**config.mk**
```make
export PLATFORM = sky130hd
export DESIGN_NAME = match_scoreboard
export DESIGN_NICKNAME = d
export VERILOG_FILES = /design/src/rtl/match_scoreboard.sv
export SDC_FILE = /design/constraint.sdc
export NUM_CORES = 1
export LEC_CHECK = 0
export ABC_AREA = 0
export ABC_CLOCK_PERIOD_IN_PS = 1600
export CAP_MARGIN = 10
export CORE_UTILIZATION = 40
export CTS_CLUSTER_SIZE = 30
export DETAILED_ROUTE_END_ITERATION = 10
export GPL_ROUTABILITY_DRIVEN = 0
export PLACE_DENSITY = 0.62
export SLEW_MARGIN = 20
export SYNTH_ARGS = -nofsm -noshare
export SYNTH_HDL_FRONTEND = slang
export SYNTH_SLANG_ARGS = --single-unit
export TNS_END_PERCENT = 30
```
**constraint.sdc**
```tcl
create_clock -name clk -period 1.6 [get_ports clk]
set_input_delay 0.24 -clock clk [delete_from_list [all_inputs] [get_ports clk]]
set_output_delay 0.24 -clock clk [all_outputs]
set_load 0.01 [all_outputs]
```
**src/rtl/match_scoreboard.sv**
```systemverilog
// ---------------------------------------------------------------------------
// match_scoreboard
//
// Keeps a per-match score for two players and shows both scores on a
// 4-digit, 7-segment display, scanning one digit at a time.
//
// A game result counts once, on the cycle where game_finished first goes
// high. The winning player's BCD score then goes up by one and stops at
// SCORE_MAX. A draw changes neither score. reset_match clears both scores
// and wins over a result arriving on the same edge.
//
// Parameters:
//   REFRESH_DIV : clk cycles each digit stays lit (1..65535)
//   SCORE_MAX   : saturation value of each score, decimal (<= 99)
//
// Ports:
//   clk           : segment / scan clock
//   rst           : asynchronous active-high reset
//   reset_match   : synchronous clear of both scores (level)
//   game_finished : high while the current game is over
//   last_winner   : 0 = player 1, 1 = player 2 (valid with game_finished)
//   game_draw     : finished game was a draw (valid with game_finished)
//   p1_score      : player 1 score, BCD {tens,ones}
//   p2_score      : player 2 score, BCD {tens,ones}
//   seg           : active-low segment cathodes, seg[0]=a .. seg[6]=g
//   an            : active-low digit anodes, an[3] = leftmost digit
// ---------------------------------------------------------------------------
module match_scoreboard #(
  parameter int REFRESH_DIV = 4,
  parameter int SCORE_MAX   = 99
) (
  input  logic       clk,
  input  logic       rst,
  input  logic       reset_match,
  input  logic       game_finished,
  input  logic       last_winner,
  input  logic       game_draw,
  output logic [7:0] p1_score,
  output logic [7:0] p2_score,
  output logic [6:0] seg,
  output logic [3:0] an
);

  // Saturation value, held in the same BCD form as the scores.
  localparam logic [7:0] MAX_BCD = {4'(SCORE_MAX / 10), 4'(SCORE_MAX % 10)};
  localparam logic [15:0] CNT_LAST = 16'(REFRESH_DIV - 1);

  logic        finQ;
  logic        scoreEvt;
  logic [15:0] refreshCnt;
  logic [1:0]  scanIdx;
  logic [3:0]  digitSel;
  logic [3:0]  anSel;

  // BCD increment that holds at the saturation value.
  function automatic logic [7:0] bcdInc(input logic [7:0] s);
    if (s == MAX_BCD)
      return s;
    else if (s[3:0] == 4'd9)
      return {s[7:4] + 4'd1, 4'd0};
    else
      return {s[7:4], s[3:0] + 4'd1};
  endfunction

  // Active-low gfedcba decode. Any nibble above 9 is shown as a blank digit.
  function automatic logic [6:0] segDecode(input logic [3:0] d);
    case (d)
      4'd0:    return 7'b1000000;
      4'd1:    return 7'b1111001;
      4'd2:    return 7'b0100100;
      4'd3:    return 7'b0110000;
      4'd4:    return 7'b0011001;
      4'd5:    return 7'b0010010;
      4'd6:    return 7'b0000010;
      4'd7:    return 7'b1111000;
      4'd8:    return 7'b0000000;
      4'd9:    return 7'b0010000;
      default: return 7'b1111111;
    endcase
  endfunction

  // Rising edge of game_finished. game_finished can stay high for a long
  // time, so edge detection is what limits scoring to once per game.
  assign scoreEvt = game_finished & ~finQ;

  // Score registers. finQ keeps following game_finished while reset_match
  // is high. Because of this, a finish held across a match reset does not
  // score again when reset_match is released.
  always_ff @(posedge clk or posedge rst) begin
    if (rst) begin
      finQ     <= 1'b0;
      p1_score <= 8'h00;
      p2_score <= 8'h00;
    end else begin
      finQ <= game_finished;
      if (reset_match) begin
        p1_score <= 8'h00;
        p2_score <= 8'h00;
      end else if (scoreEvt && !game_draw) begin
        if (last_winner)
          p2_score <= bcdInc(p2_score);
        else
          p1_score <= bcdInc(p1_score);
      end
    end
  end

  // Scan timing: each digit stays selected for REFRESH_DIV cycles.
  always_ff @(posedge clk or posedge rst) begin
    if (rst) begin
      refreshCnt <= 16'd0;
      scanIdx    <= 2'd0;
    end else if (refreshCnt == CNT_LAST) begin
      refreshCnt <= 16'd0;
      scanIdx    <= scanIdx + 2'd1;
    end else begin
      refreshCnt <= refreshCnt + 16'd1;
    end
  end

  // Choose the digit and anode for the current scan slot.
  always_comb begin
    digitSel = p1_score[7:4];
    anSel    = 4'b0111;
    case (scanIdx)
      2'd0: begin digitSel = p1_score[7:4]; anSel = 4'b0111; end
      2'd1: begin digitSel = p1_score[3:0]; anSel = 4'b1011; end
      2'd2: begin digitSel = p2_score[7:4]; anSel = 4'b1101; end
      default: begin digitSel = p2_score[3:0]; anSel = 4'b1110; end
    endcase
  end

  // Registered display outputs. These lag the scan index by one cycle, so
  // every digit still stays lit for exactly REFRESH_DIV cycles. The reset
  // values match what index 0 shows for a 00 score.
  always_ff @(posedge clk or posedge rst) begin
    if (rst) begin
      seg <= 7'b1000000;
      an  <= 4'b0111;
    end else begin
      seg <= segDecode(digitSel);
      an  <= anSel;
    end
  end

endmodule

```
==> metrics.md <==
| Metric | Value |
|---|---|
| Status | `finished with violations` |
| Failing checks | `negative setup slack` |
| Worst R2R Start | `scanIdx[1]$_DFFE_PP0N_` |
| Initial antenna violation count | `0` |
| CTS tree | `yes` |
| RSZ-0062 raised after global routing | `true` |
| Worst reg2reg path depth | `7` |
| Overall Power | `2.000 mW` |
| CTS root buffer | `clkbuf_8` |
| #FFs+latches synth | `46` |
| Post-Syn Instances | `212` |
| Synth Area per Inst | `11.18 um^2` |
| Via/cell ratio | `5.051` |
| Crit path time final | `1962 ps` |
| Count of different cell masters after synthesis | `40` |
| Cell Pwr Density | `591.0 nW/um^2` |
| First-pass GRT wire length | `8.273 mm` |
| Starting DRC count in detailed routing | `92` |
| Vias in the first global route | `1,721` |
| Synth Warn # | `0` |
| Crit-path max cell delay | `490 ps` |
| Pins Over Slew Limit | `0` |
| Placed cells | `349` |
| Ordered list of cells on the worst path | `buf_6 > ha_4 > a222oi_1 > mux2i_4 > ha_1 > nand2_1 > nand3_1` |
| Clk_lat worst skew | `300 ps` |
| Detail Placement HPWL | `3.495 mm` |
| Max-slew headroom | `63.67%` |
| Hold Crit Class | `primary input to asynchronous set/reset pin` |
| Initial Utilization | `42.28%` |
| # hold bufs at CTS | `0` |
| FF-to-FF End | `seg[3]$_DFF_PP0_` |
| Clk_skew | `5.975 ps` |
| Crit Path Max Fanout | `6` |
| Synthesized Nets | `234` |
| Top post-synthesis cells by area | `dfrtp_1 44%, ha_1 8.4%, xnor2_1 4.8%` |
| Total congestion overflow | `0` |
| Core Area | `5608 um^2` |
| Ys async rst share | `100.0%` |
| Via Count | `1,864` |
| CP Data Arrival Time | `2140 ps` |
| Worst Tran Pin Value | `544.9 ps` |
| Main synth FF type | `dfrtp_1` |
| P&R area growth vs syn | `42.74%` |
| Routed met1 length | `2.376 mm` |
| Critical path data required time | `1780 ps` |
| Number of enable flip-flop cells after synthesis | `0` |
| Die area | `6239 um^2` |
| Std cell rows | `27` |
| Die width | `78.99 um` |
| Final Hold Viols | `0` |
| Clock buffer depth | `2` |
| H-Tree Depth | `2` |
| Crit path max-delay cell type | `a222oi_1` |
| Met3 wire len | `200 um` |
| R2r setup slk | `-360 ps` |
| DIE HEIGHT | `78.99 um` |
| Diodes inserted | `0` |
| Crit end category | `register` |
| Mapped Area | `2371 um^2` |
| IO buf count | `32` |
| Total CTS buffers | `5` |
| Most numerous cell in the Yosys netlist | `dfrtp_1` |
| Met2 routed WL | `2.302 mm` |
| Largest net degree at the start of global routing | `32` |
| Drt drc | `0` |
| CP Launch Type | `register` |
| Sequential area share after synthesis | `48.76%` |
| Worst Path Buf+Inv | `1` |
| Peak VDD IR | `0.3062 mV` |
| Routed length per instance | `13.48 um` |
| Final Non-Filler Cells | `369` |
| Tot GR Track Use | `17.45%` |
| Layout cell share with drive strength beyond 1 | `34.34%` |
| Top cell type's share of synthesized area | `44.33%` |
| Final Cycle Share | `122.6%` |
| Hold_ws | `224.5 ps` |
| CP top delay family | `adder cells` |
| Final ANT Viol Nets | `0` |
| Max Used Layer | `met4` |
| Num Clock Sinks | `46` |
| Final setup viols | `7` |
| Top Ports | `33` |
| Synth cell count leaders | `42 x dfrtp_1, 17 x inv_1, 16 x ha_1` |
| F_max | `509.7 MHz` |
| Total Routed Length | `4.973 mm` |
| LEAKAGE | `1.597 nW` |
| Final WS setup | `-362.0 ps` |
| Max-cap violations | `0` |
| CP Class | `register to register` |
| Fin nets | `318` |
| Initial DRT Pass Iterations | `5` |
| Worst-path clk slew | `80 ps` |
| Leading area contributor after synthesis | `dfrtp_1` |
==> final cells by class <==
type | instances | area (um^2)
Clock inverter | 1 | 5.005
Fill cell | 505 | 2223
Tap cell | 72 | 90.09
Clock buffer | 7 | 86.33
Inverter | 18 | 67.56
Multi-Input combinational cell | 143 | 1240
Timing Repair Buffer | 82 | 733.2
Sequential cell | 46 | 1162
==> worst max-delay path by stage <==
stage,from,endpoint,slack [ps],cells after the start
after global placement,scanIdx[1]$_DFFE_PP0N_,seg[5]$_DFF_PP0_,-200,7
after CTS,scanIdx[0]$_DFFE_PP0N_,seg[3]$_DFF_PP0_,-250,7
after floorplan,scanIdx[0]$_DFFE_PP0N_,seg[5]$_DFF_PP0_,-90,7
final,scanIdx[1]$_DFFE_PP0N_,seg[3]$_DFF_PP0_,-360,7
after global routing,scanIdx[1]$_DFFE_PP0N_,seg[3]$_DFF_PP0_,-410,7
after detailed placement,scanIdx[1]$_DFFE_PP0N_,seg[5]$_DFF_PP0_,-260,7
==> cell families (layout without fill, tap and decap cells) <==
kind of cell / Yosys count / after routing / synth area share [%]
simple gates: 68 / 68 / 17.31
flops: 46 / 46 / 48.76
compound gates: 26 / 26 / 8.285
buf+inv: 23 / 108 / 3.693
xor+xnor: 21 / 21 / 8.074
fa+ha+maj: 16 / 16 / 8.443
mux: 12 / 12 / 5.436
==> state kept, by name, indices dropped and copies added (netlist names) <==
| signal | cells |
|---|---|
| seg | 7 |
| an | 4 |
| scanIdx | 2 |
| p1_score | 8 |
| finQ | 1 |
| p2_score | 8 |
| refreshCnt | 16 |
==> stage by stage <==
step / area [um^2] / utilization [%] / setup slack, ps / TNS [ps]
6_report: 3385 / 60.35 / -362.0 / -2272
5_1_grt: 3385 / 60.35 / -412.9 / -2741
4_1_cts: 3194 / 56.96 / -253.8 / -1620
3_5_place_dp: 3090 / 55.11 / -260.0 / -2738
3_3_place_gp: 3090 / 55.11 / -201.5 / -2193
2_1_floorplan: 2392 / - / -88.90 / -526.2
==> worst register-to-register path, stage by stage (launching register included) <==
cell and delay [ps]:
dfrtp_1 420, buf_6 140, ha_4 160, a222oi_1 490
mux2i_4 190, ha_1 330, nand2_1 60, nand3_1 60
==> report_power, final <==
group	total (mW)	internal, mW	leakage [nW]	switching [mW]
logic	0.115	0.0538	0.935	0.0609
registers	1.17	1.17	0.614	0.00557
clock network	0.711	0.348	0.0482	0.363
total	2.00	1.57	1.60	0.429
==> layer usage <==
metal / up-vias / track usage [%]
met5: - / 0
met4: 0 / 9.273
met3: 5 / 2.759
met2: 42 / 26.12
met1: 888 / 24.22
li1: 929 / -
==> placed cells by master, fill, tap and decap left out, drive strengths merged, types with 2 or more instances in the layout <==
cell type,instances
xnor2,14
nand4b,2
dlygate4sd2,7
nand3,10
mux2i,5
nand4,8
nor3b,2
ha,16
and3b,2
nand3b,2
a222oi,4
a31o,2
and3,2
a41oi,2
inv,18
dlymetal6s2s,7
a21oi,7
dfstp,4
nor3,7
clkbuf,7
a311oi,4
nor2,9
nor4,3
nand2,10
xor2,7
dfrtp,42
buf,50
a211oi,2
and2,4
mux2,7
clkdlybuf4s50,18
o21ai,2
a32o,2
nor2b,2
==> timing repair <==
action                     4_1_cts  5_1_grt
pin swaps                        3        5
gates resized for setup         14       26
buffers inserted                 1       11
setup endpoints to repair       15       29
cloned                           0        0
Note: power is estimated with default switching activity, not from simulation.
